`src/rtl/frame_sched_if.sv`:
```
// Handshake bundle between the frame scheduler and the object-update stages.
interface frame_sched_if #(
    parameter int FRAME_CNT_W = 16
);
    logic                   frame_tick_i;
    logic                   pause_i;
    logic                   me_start_o;
    logic                   me_done_i;
    logic                   bullet_start_o;
    logic                   bullet_done_i;
    logic                   enemy_start_o;
    logic                   enemy_done_i;
    logic                   coll_start_o;
    logic                   coll_done_i;
    logic                   busy_o;
    logic [2:0]             stage_o;
    logic [FRAME_CNT_W-1:0] frame_cnt_o;
    logic [7:0]             overrun_cnt_o;
    logic                   timeout_o;

    modport master (
        input  frame_tick_i, pause_i,
        input  me_done_i, bullet_done_i, enemy_done_i, coll_done_i,
        output me_start_o, bullet_start_o, enemy_start_o, coll_start_o,
        output busy_o, stage_o, frame_cnt_o, overrun_cnt_o, timeout_o
    );

    modport slave (
        output frame_tick_i, pause_i,
        output me_done_i, bullet_done_i, enemy_done_i, coll_done_i,
        input  me_start_o, bullet_start_o, enemy_start_o, coll_start_o,
        input  busy_o, stage_o, frame_cnt_o, overrun_cnt_o, timeout_o
    );
endinterface

```
`src/rtl/frame_sched.sv`:
```
// Per-frame game-logic scheduler: on each frame tick runs player, bullet, enemy
// and collision updates in order, with per-stage timeout and frame/overrun counters.
//
// state  | meaning
// IDLE   | waiting for an unpaused frame tick
// ME     | player-plane update running
// BULLET | bullet update running
// ENEMY  | enemy update running
// COLL   | collision pass running
// DONE   | frame finished; one cycle, frame counter bumps on exit
module frame_sched #(
    parameter int TIMEOUT     = 4096,
    parameter int FRAME_CNT_W = 16
) (
    input  logic          clk_run,
    input  logic          rst_n,
    frame_sched_if.master bus
);
    localparam int               CNT_W    = $clog2(TIMEOUT);
    localparam logic [CNT_W-1:0] CNT_LAST = CNT_W'(TIMEOUT - 1);

    typedef enum logic [2:0] {
        S_IDLE   = 3'd0,
        S_ME     = 3'd1,
        S_BULLET = 3'd2,
        S_ENEMY  = 3'd3,
        S_COLL   = 3'd4,
        S_DONE   = 3'd5
    } state_t;

    state_t                 state_r;
    state_t                 state_nx;
    logic [CNT_W-1:0]       cnt_r;
    logic [FRAME_CNT_W-1:0] frame_cnt_r;
    logic [7:0]             overrun_r;
    logic                   timeout_r;
    logic                   in_stage;
    logic                   own_done;
    logic                   stage_to;
    logic                   cnt_zero;

    assign in_stage = (state_r == S_ME) || (state_r == S_BULLET) ||
                      (state_r == S_ENEMY) || (state_r == S_COLL);
    assign cnt_zero = (cnt_r == '0);

    always_comb begin
        own_done = 1'b0;
        case (state_r)
            S_ME:     own_done = bus.me_done_i;
            S_BULLET: own_done = bus.bullet_done_i;
            S_ENEMY:  own_done = bus.enemy_done_i;
            S_COLL:   own_done = bus.coll_done_i;
            default:  own_done = 1'b0;
        endcase
    end

    always_comb begin
        state_nx = state_r;
        stage_to = 1'b0;
        case (state_r)
            S_IDLE: begin
                if (bus.frame_tick_i && !bus.pause_i) state_nx = S_ME;
            end
            S_ME, S_BULLET, S_ENEMY, S_COLL: begin
                // done is ignored on the edge that closes the start cycle;
                // a done on the timeout edge still counts as a clean finish
                if (!cnt_zero && own_done) begin
                    state_nx = state_t'(state_r + 3'd1);
                end else if (cnt_r == CNT_LAST) begin
                    state_nx = state_t'(state_r + 3'd1);
                    stage_to = 1'b1;
                end
            end
            S_DONE:  state_nx = S_IDLE;
            default: state_nx = S_IDLE;
        endcase
    end

    always_ff @(posedge clk_run or negedge rst_n) begin
        if (!rst_n) begin
            state_r     <= S_IDLE;
            cnt_r       <= '0;
            frame_cnt_r <= '0;
            overrun_r   <= '0;
            timeout_r   <= 1'b0;
        end else begin
            state_r   <= state_nx;
            timeout_r <= stage_to;
            if ((state_nx != state_r) || !in_stage) begin
                cnt_r <= '0;
            end else begin
                cnt_r <= cnt_r + CNT_W'(1);
            end
            if (state_r == S_DONE) begin
                frame_cnt_r <= frame_cnt_r + FRAME_CNT_W'(1);
            end
            if (bus.frame_tick_i && (state_r != S_IDLE) && (overrun_r != 8'hFF)) begin
                overrun_r <= overrun_r + 8'd1;
            end
        end
    end

    assign bus.me_start_o     = (state_r == S_ME)     && cnt_zero;
    assign bus.bullet_start_o = (state_r == S_BULLET) && cnt_zero;
    assign bus.enemy_start_o  = (state_r == S_ENEMY)  && cnt_zero;
    assign bus.coll_start_o   = (state_r == S_COLL)   && cnt_zero;
    assign bus.busy_o         = (state_r != S_IDLE);
    assign bus.stage_o        = state_r;
    assign bus.frame_cnt_o    = frame_cnt_r;
    assign bus.overrun_cnt_o  = overrun_r;
    assign bus.timeout_o      = timeout_r;
endmodule
```
`src/flat_wrapper.sv`:
```
// flat-port wrapper written by rule: the top's interface ports become plain ports
module frame_sched_flat 
#(
    parameter int TIMEOUT     = 4096,
    parameter int FRAME_CNT_W = 16
)
  (clk_run, rst_n, bus_frame_tick_i, bus_pause_i, bus_me_done_i, bus_bullet_done_i, bus_enemy_done_i, bus_coll_done_i, bus_me_start_o, bus_bullet_start_o, bus_enemy_start_o, bus_coll_start_o, bus_busy_o, bus_stage_o, bus_frame_cnt_o, bus_overrun_cnt_o, bus_timeout_o);
  frame_sched_if #(.FRAME_CNT_W(FRAME_CNT_W)) bus_i ();
  input  logic clk_run;
  input  logic rst_n;
  input wire logic [$bits(bus_i.frame_tick_i)-1:0] bus_frame_tick_i;
  input wire logic [$bits(bus_i.pause_i)-1:0] bus_pause_i;
  input wire logic [$bits(bus_i.me_done_i)-1:0] bus_me_done_i;
  input wire logic [$bits(bus_i.bullet_done_i)-1:0] bus_bullet_done_i;
  input wire logic [$bits(bus_i.enemy_done_i)-1:0] bus_enemy_done_i;
  input wire logic [$bits(bus_i.coll_done_i)-1:0] bus_coll_done_i;
  output wire logic [$bits(bus_i.me_start_o)-1:0] bus_me_start_o;
  output wire logic [$bits(bus_i.bullet_start_o)-1:0] bus_bullet_start_o;
  output wire logic [$bits(bus_i.enemy_start_o)-1:0] bus_enemy_start_o;
  output wire logic [$bits(bus_i.coll_start_o)-1:0] bus_coll_start_o;
  output wire logic [$bits(bus_i.busy_o)-1:0] bus_busy_o;
  output wire logic [$bits(bus_i.stage_o)-1:0] bus_stage_o;
  output wire logic [$bits(bus_i.frame_cnt_o)-1:0] bus_frame_cnt_o;
  output wire logic [$bits(bus_i.overrun_cnt_o)-1:0] bus_overrun_cnt_o;
  output wire logic [$bits(bus_i.timeout_o)-1:0] bus_timeout_o;
  assign bus_i.frame_tick_i = bus_frame_tick_i;
  assign bus_i.pause_i = bus_pause_i;
  assign bus_i.me_done_i = bus_me_done_i;
  assign bus_i.bullet_done_i = bus_bullet_done_i;
  assign bus_i.enemy_done_i = bus_enemy_done_i;
  assign bus_i.coll_done_i = bus_coll_done_i;
  assign bus_me_start_o = bus_i.me_start_o;
  assign bus_bullet_start_o = bus_i.bullet_start_o;
  assign bus_enemy_start_o = bus_i.enemy_start_o;
  assign bus_coll_start_o = bus_i.coll_start_o;
  assign bus_busy_o = bus_i.busy_o;
  assign bus_stage_o = bus_i.stage_o;
  assign bus_frame_cnt_o = bus_i.frame_cnt_o;
  assign bus_overrun_cnt_o = bus_i.overrun_cnt_o;
  assign bus_timeout_o = bus_i.timeout_o;
  frame_sched #(.TIMEOUT(TIMEOUT), .FRAME_CNT_W(FRAME_CNT_W)) u_core (.clk_run(clk_run), .rst_n(rst_n), .bus(bus_i));
endmodule
```
`config.mk`:
```
export PLATFORM = sky130hd
export DESIGN_NAME = frame_sched_flat
export DESIGN_NICKNAME = d
export VERILOG_FILES = /design/src/rtl/frame_sched_if.sv /design/src/rtl/frame_sched.sv /design/src/flat_wrapper.sv
export SDC_FILE = /design/constraint.sdc
export NUM_CORES = 1
export LEC_CHECK = 0
export CAP_MARGIN = 10
export CORE_UTILIZATION = 51
export CTS_CLUSTER_DIAMETER = 50
export DETAILED_ROUTE_END_ITERATION = 7
export PLACE_DENSITY = 0.8
export SKIP_LAST_GASP = 1
export SLEW_MARGIN = 20
export SYNTH_ARGS = -nofsm -noshare
export SYNTH_HDL_FRONTEND = slang
export SYNTH_SLANG_ARGS = --single-unit
```
`constraint.sdc`:
```
create_clock -name clk_run -period 2.3 [get_ports clk_run]
set_clock_uncertainty 0.05 [all_clocks]
set_input_delay 0.23 -clock clk_run [delete_from_list [all_inputs] [get_ports clk_run]]
set_output_delay 0.23 -clock clk_run [all_outputs]
set_load 0.1 [all_outputs]
```
[Word level (Yosys, flattened, before mapping)]
Index checks and enable logic that the tools add are counted.
Storage, ports and cells
  output and inout bits: 33
  word-level logic and storage cells: 45
  flip-flop bits (word level): 40
  input port bits: 8
Cells by class
  reductions and logical operators: 19
  equal/unequal tests: 8
  muxes and demuxes: 9
  add/sub/neg operators: 4
Operator list (count)
  16-bit by 1-bit adder with 16-bit output (second input constant): 1
  12-bit by 1-bit adder with 12-bit output (second input constant): 1
  12-bit equality test (second input constant): 1
  12-bit zero test: 1
  12-bit 2-to-1 mux: 1
  3-bit 2-to-1 mux: 3
  8-bit by 1-bit adder with 8-bit output (second input constant): 1
  1-bit logical AND: 8
  8-bit != test (second input constant): 1
  3-bit by 2-bit equality test with 1-bit output (second input constant): 2
  3-bit equality test (second input constant): 2
  3-bit case mux with 2 select lines: 1
  1-bit logical OR: 4
  1-bit case mux with 4 select lines: 1
  4-bit OR reduction: 1
  3-bit by 1-bit adder with 3-bit output (second input constant): 1
  3-bit by 1-bit equality test with 1-bit output (second input constant): 1
  1-bit zero test: 3
  3-bit zero test: 1
  1-bit 2-to-1 mux: 3
  3-bit != test: 1
  3-bit nonzero test: 1

[Longest topological paths before layout]
Gate-level depths: netlist (run 1).
  depth in word-level cells: 8
  mapped depth: 8
  gate-level depth less buffers: 7

[Worst setup path after synthesis (run 1)]
OpenSTA, ideal clock, no wires.
  kind: register to output
  from: register u_core.state_r[0], in the netlist u_core.bus.stage_o[0]
  to: output bus_coll_start_o
  arrival: 3.702 ns
  setup slack: -1.682 ns
  buffers on the path: 0
  cell stages (with the launch flop): 5
  required time: 2.020 ns
  path through: dfrtp_1 ha_1 or4_4 nand2_1 nor3_1
On the way
  cells in the longest elaborated chain, start to end: 2
RTL lines
  start, declared: RTL line frame_sched.sv:31  | state_t state_r;
  start signal, assigned: RTL line frame_sched.sv:87  | state_r <= state_nx;
  3-bit equality test: RTL line frame_sched.sv:106  | assign bus.coll_start_o = (state_r == S_COLL) && cnt_zero;
  1-bit logical AND: RTL line frame_sched.sv:106
  end, declared: RTL line flat_wrapper.sv:20  | output wire logic [$bits(bus_i.coll_start_o)-1:0] bus_coll_start_o;
Every way passes these cells.

[Final worst setup path (run 1)]
  from: register u_core.state_r[0], in the netlist u_core.bus.stage_o[0]
  to: register u_core.cnt_r[6]
On the way
  cells in the longest elaborated chain, start to end: 8
  elaborated cells between the ends (all ways): 20
RTL lines
  3-bit equality test, or another cell as far along: RTL line frame_sched.sv:43, frame_sched.sv:48, frame_sched.sv:60
  1-bit case mux with 4 select lines: RTL line frame_sched.sv:48  | case (state_r)
  1-bit logical AND: RTL line frame_sched.sv:67  | if (!cnt_zero && own_done) begin
  3-bit 2-to-1 mux: RTL line frame_sched.sv:67
  3-bit case mux with 2 select lines: RTL line frame_sched.sv:60  | case (state_r)
  3-bit != test: RTL line frame_sched.sv:89  | if ((state_nx != state_r) || !in_stage) begin
  1-bit logical OR (*): RTL line frame_sched.sv:89
  12-bit 2-to-1 mux (*): RTL line frame_sched.sv:89
  end signal, assigned: RTL line frame_sched.sv:92  | cnt_r <= cnt_r + CNT_W'(1);
  end, declared: RTL line frame_sched.sv:33  | logic [CNT_W-1:0] cnt_r;
Mark *: on every way between the ends. The rest lies on a longest branch, timed or not.
A chain may end at the register's enable or synchronous reset.

==> impl_results.md, run 1 <==
* Die Y at 66.56 um
* Min-delay src: u_core.bus.frame_cnt_o[15]
* Post-synthesis cell count at 211
* Critical Path End Type: register
* First-pass GRT wire length at 7307 um
* Core area at 0.004000 sq mm
* Mean Syn Cell Area at 10.07 sq um
* Final setup violation count at 0
* Post-synth ARST share at 100.0%
* Post-synthesis cell type count at 41
* WL/cell at 14.18 um
* FMAX at 0.4439 GHz
* Most common cell in the netlist: dfrtp_1
* Reg2reg path depth at 7
* P_leak at 1.247 nW
* Largest delay share family, worst path: simple AND/OR/NAND/NOR gates
* Final #Nets at 280
* DRT Wirelength at 4439 um
* Ant. Diodes at 0
* Netlist Area Pre-Place at 0.002126 sq mm
* Maximum vdd drop at 0.001193 V
* Ports at 41
* CTS tree: built
* Synth warn at 0
* Initial antenna violation count at 0
* Die X at 66.56 um
* Number of flops mapped to enable cells by yosys at 0
* CP Cell Sequence: ha_2 > or4_4 > nand3_1 > a32oi_1 > a22oi_2 > buf_12 > nor2_1
* Worst Path Buf+Inv at 1
* H-tree depth at 2
* Min Tclk post-route at 2.253 ns
* Max-slew headroom at 57.66%
* Hold path cells at 1
* Met2 Track Usage GR at 34.22%
* Placed wire-length estimate at 3137 um
* Primary FF master, synth: dfrtp_1
* Critical path's slowest cell: or4_4
* Post-synth top cells: dfrtp_1 (40), nand2_1 (28), xnor2_1 (25), nor2_1 (19), nand3_1 (13)
* Worst-Skew Late Latency at 0.29 ns
* Met1 GRT Util at 29.67%
* CTS sink count at 40
* CP Launch Type: register
* Reg2reg start: u_core.bus.stage_o[0]
* CTS clk-pin slew, worst paths at 0.08 ns
* Share of cells above drive strength 1 at 28.14%
* Largest net degree at the start of global routing at 30
* GRT met3 Usage at 5.651%
* Period utilization at 97.95%
* Grt ovf at 0
* Row Count at 23
* Final hold slack at 0.4288 ns
* Worst Hold Class: reg2reg
* Post-DRT Antenna Nets at 0
* Syn-to-layout area delta at 29.19%
* Number of global-route vias before repair at 1602
* Detailed Routing Iterations Pass 1 at 6
* Clock tree buffer depth at 2
* PwrDens at 1181 mW/mm^2
* Power, Total at 3.244 mW
* Via/cell ratio at 5.482
* Die Area at 0.004430 sq mm
* Crit path arrival time at 2.38 ns
* Global Route Usage Sum at 22.30%
* Post-synth net total at 228
* Hold EP: u_core.bus.frame_cnt_o[15]
* Worst R2R End: u_core.cnt_r[6]
* Most Crowded Layer GR: met2
* Initial Util at 53.14%
* Crit Path Max Fanout at 12
* Area share of the largest cell type after synthesis at 47.09%
* TritonCTS buffer count at 5
* DRC Markers at 2
* Dpl cell area at 0.002605 sq mm
* Max Slew Vio Count at 0
* Max cap viols at 0
* Root buf cell: clkbuf_8
* Seq/Total Area, Yosys at 47.09%
* Fin area at 0.002746 sq mm
* Failing checks: design-rule violations
* Outcome: finished, violations left
* WP data required at 2.43 ns
* Final Hold Viols at 0
* Delay of the slowest critical-path stage at 0.56 ns
* Worst-margin pin slew at 0.6352 ns
* RePlAce Congestion at 0.8828
* Port Buf Inserts at 40
* Area contributors post-synth: dfrtp_1 (47%), xnor2_1 (10%), ha_1 (5.3%)
* Vias post-DR at 1716
* Reg2Reg Setup Slack at 0.05 ns
* Starting DRC count in detailed routing at 94
* Seq cells post-synth at 40
* Largest area contributor in the netlist: dfrtp_1
* WS Path Type: reg2reg
==> cell families after synthesis <==
logic type / share of synthesized area [%]
mux: 1.059
xor+xnor: 13.18
flops: 47.09
simple gates: 24.37
buf+inv: 2.884
compound gates: 6.121
fa+ha+maj: 5.297
==> metrics by stage <==
stage | util (%) | instances | setup TNS [ns] | worst slack [ns]
after CTS | 67.91 | 311 | 0 | 0.02610
after floorplan | - | 211 | 0 | 0.001054
final | 68.66 | 313 | 0 | 0.04707
after detailed placement | 65.12 | 301 | 0 | 0.1462
after global placement | 65.12 | 301 | 0 | 0.1664
after global routing | 68.66 | 313 | -0.2721 | -0.03067
==> worst max path at each step <==
stage,start,endpoint,cells past startpoint,slack [ns]
6_report,u_core.bus.stage_o[0],u_core.cnt_r[6],7,0.05
3_5_place_dp,u_core.bus.stage_o[0],u_core.cnt_r[0],7,0.15
3_3_place_gp,u_core.bus.stage_o[0],u_core.cnt_r[0],7,0.17
5_1_grt,u_core.bus.stage_o[0],u_core.cnt_r[10],7,-0.03
2_1_floorplan,u_core.bus.stage_o[0],bus_coll_start_o,5,0.001
4_1_cts,u_core.bus.stage_o[0],bus_coll_start_o,5,0.03
==> final cells by class <==
type                    count  area, sq um
clock buffers               5        68.82
multi-input cells         158         1111
repair buffers             48        437.9
fillers                   319         1254
flip-flops and latches     40         1011
clock inverters             2        12.51
inverters                  10        42.54
well taps                  50        62.56
==> layout by cell type, fill, tap and decap left out, drive strengths merged, types with 6 or more instances in the layout <==
master,instances
xor2,7
buf,41
nand3,13
clkdlybuf4s50,6
nor2,19
dfrtp,40
nand2,28
inv,10
xnor2,25
ha,9
nor3,6
nand4,10
==> per-layer routing <==
layer | part of all wire (%) | wire length (um)
met5 | 0 | 0
met4 | 1.8 | 80
met3 | 5.0 | 220
met2 | 48 | 2134
met1 | 45 | 2004
==> repair_timing <==
item | 4_1_cts | 5_1_grt
pin swaps | 1 | 2
hold buffers | 1 | 0
hold endpoints to repair | 28 | 0
gates resized for setup | 1 | 4
buffers inserted | 2 | 2
setup endpoints to repair | 3 | 9
==> power breakdown <==
part           total, mW  switching [mW]  internal (mW)
sequential         0.944           0.137          0.807
clock              0.444           0.239          0.205
combinational       1.86            1.27          0.584
total               3.24            1.65           1.60
==> flip-flops by register name, indices dropped and copies added, names as in the netlist <==
signal	count
u_core.bus.timeout_o	1
u_core.bus.stage_o	3
u_core.cnt_r	12
u_core.bus.overrun_cnt_o	8
u_core.bus.frame_cnt_o	16
Note: power is estimated with default switching activity, not from simulation.
==> run 2: changes to the inputs <==
--- a/config.mk
+++ b/config.mk
@@ -6,12 +6,15 @@
 export NUM_CORES = 1
 export LEC_CHECK = 0
 export CAP_MARGIN = 10
-export CORE_UTILIZATION = 51
+export CELL_PAD_IN_SITES_DETAIL_PLACEMENT = 1
+export CELL_PAD_IN_SITES_GLOBAL_PLACEMENT = 1
+export CORE_UTILIZATION = 40
 export CTS_CLUSTER_DIAMETER = 50
 export DETAILED_ROUTE_END_ITERATION = 7
-export PLACE_DENSITY = 0.8
+export PLACE_DENSITY = 0.81
 export SKIP_LAST_GASP = 1
 export SLEW_MARGIN = 20
 export SYNTH_ARGS = -nofsm -noshare
 export SYNTH_HDL_FRONTEND = slang
 export SYNTH_SLANG_ARGS = --single-unit
+export TNS_END_PERCENT = 20
==> run 2 against run 1 <==
Final cell count increased by 7.3%; wire length is 21% higher; global-route usage shrank 1.9 points; fmax shrank 0.20%; the flow now finishes without violations; total power rose by 3.5%; register-to-register slack better by 0.03 ns.
==> impl_results.md, run 2 (synthesized netlist as in run 1, its figures left out) <==
* Period utilization at 98.15% (+0.19 points)
* Max cap viols at 0 (unchanged)
* Outcome: complete, no violations
* Ports at 41 (unchanged)
* CP Launch Type: register
* Final Util at 55.17% (-13 points)
* Maximum vdd drop at 0.0009755 V (-18%)
* Clock tree buffer depth at 2 (unchanged)
* Final Hold Viols at 0 (unchanged)
* Max-slew headroom at 48.01% (-9.6 points)
* Die Area at 0.005610 sq mm (+27%)
* Critical Path End Type: primary output
* CTS tree: built
* Placed cells at 323 (+7.3%)
* Area of the multi-input gates at 0.001132 sq mm (+1.9%)
* Ant. Diodes at 0 (unchanged)
* RePlAce Congestion at 0.8201 (-7.1%)
* Vias post-DR at 1756 (+2.3%)
* H-tree depth at 2 (unchanged)
* P_leak at 1.287 nW (+3.2%)
* Initial Util at 41.62% (-12 points)
* WL/cell at 16.01 um (+13%)
* WS Path Type: reg2out
* PwrDens at 1192 mW/mm^2 (+0.89%)
* Die X at 74.90 um (+13%)
* CTS sink count at 40 (unchanged)
* FMAX at 0.4430 GHz (-0.20%)
* Core area at 0.005107 sq mm (+28%)
* CTS clk-pin slew, worst paths at 0.08 ns (about the same)
* TritonCTS buffer count at 5 (unchanged)
* Post-DRT Antenna Nets at 0 (unchanged)
* Port Buf Inserts at 40 (unchanged)
* FILL cells at 594 (+86%)
* Worst-margin pin slew at 0.7799 ns (+0.1447 ns)
* Most frequent cells in the layout: buf_4 (39), dfrtp_1 (36), nand2_1 (27)
* First-pass GRT wire length at 8549 um (+17%)
* Syn-to-layout area delta at 32.55%
* DRC Markers at 0 (-2)
* Detailed Routing Iterations Pass 1 at 4 (-2)
* Placed wire-length estimate at 3838 um (+22%)
* Share of cells above drive strength 1 at 28.95% (+0.81 points)
* Global Route Usage Sum at 20.43% (-1.9 points)
* Crit path arrival time at 1.98 ns (-0.40 ns)
* Die Y at 74.90 um (+13%)
* Number of global-route vias before repair at 1774 (+11%)
* DRT Wirelength at 5378 um (+21%)
* Final #Nets at 283 (+1.1%)
* Non-Filler Instances at 336 (+7.3%)
* Worst Hold Class: reg2reg
* Root buf cell: clkbuf_8
* Final setup violation count at 0 (unchanged)
* Reg area at 0.001011 sq mm (unchanged)
* Starting DRC count in detailed routing at 88 (-6.4%)
* Largest net degree at the start of global routing at 35 (+17%)
* Grt ovf at 0 (unchanged)
* Min Tclk post-route at 2.257 ns (+0.004434 ns)
* WP data required at 2.02 ns (-0.41 ns)
* Via/cell ratio at 5.226 (-4.7%)
* Most common library cell in the layout ignoring fill and taps: buf_4
* Worst-Skew Late Latency at 0.29 ns (about the same)
* Max Slew Vio Count at 0 (unchanged)
* Crit Path Max Fanout at 6 (-6)
* Max reg flops at 16 (unchanged)
* Row Count at 26 (+13%)
* Initial antenna violation count at 0 (unchanged)
[run 2: cell count changes in the layout (fill, tap and decap cells not counted), sizes merged]
cell / delta
buf: +3
clkbuf: +2
clkinv: -1
clkinvlp: -1
[run 2: worst max-delay path, stage by stage, from the launching register on]
cell	delay [ns]
dfrtp_4	0.53
ha_1	0.23
or4_4	0.57
nand2_4	0.13
nor3_4	0.06
buf_12	0.16
[run 2: metrics by stage]
| stage | setup WS, ns | hold slack [ns] | power, mW | setup TNS [ns] | area [sq um] |
|---|---|---|---|---|---|
| after floorplan | 0.001054 | -0.1156 | 2.270 | 0 | 2168 |
| after global placement | 0.1574 | 0.2897 | 2.693 | 0 | 2633 |
| after detailed placement | 0.1027 | 0.3007 | 2.739 | 0 | 2633 |
| after CTS | -0.02910 | 0.4478 | 3.293 | -0.02910 | 2754 |
| after global routing | -0.01992 | 0.4559 | 3.546 | -0.05176 | 2818 |
| final | 0.04263 | 0.4341 | 3.358 | 0 | 2818 |
[run 2: final cells by class]
cell class                 instances  share of cell area [%]
clock buffer                       7                   3.419
inverter                          10                   1.510
multi-input combinational        158                   40.19
sequential                        40                   35.88
tap                               70                   3.108
timing repair buffer              51                   15.90
[run 2: worst paths after layout]
kind,cells after the start,startpoint,endpoint,slack [ns]
setup / recovery,5,u_core.bus.stage_o[0],bus_coll_start_o,0.04
hold / removal,1,u_core.bus.frame_cnt_o[15],u_core.bus.frame_cnt_o[15],0.43
setup reg to reg,7,u_core.bus.stage_o[0],u_core.cnt_r[2],0.08
hold reg to reg,1,u_core.bus.frame_cnt_o[15],u_core.bus.frame_cnt_o[15],0.43
max in group asynchronous,3,rst_n,u_core.bus.overrun_cnt_o[4],1.08
min in group asynchronous,2,rst_n,u_core.bus.frame_cnt_o[6],0.49
[run 2: layer usage]
metal  vias up  track usage (%)  routed length [um]
met5         -                0                   0
met4         0            5.660                  91
met3         9            6.024                 243
met2        36            34.63                2722
met1       875            25.34                2322
li1        836                -                   -
[run 2: power by group]
group,internal [mW],switching (mW),leakage (nW)
clock network,0.267,0.241,0.0503
registers,0.806,0.131,0.539
logic,0.595,1.32,0.698
[run 2: what timing repair did]
| item | in CTS | in global routing |
|---|---|---|
| pin swaps | 1 | 2 |
| hold endpoints to repair | 33 | 0 |
| endpoints found under the setup margin | 3 | 5 |
| cloned | 0 | 0 |
| hold buffers | 1 | 0 |
| buffers inserted | 2 | 3 |
| resized for setup | 0 | 7 |
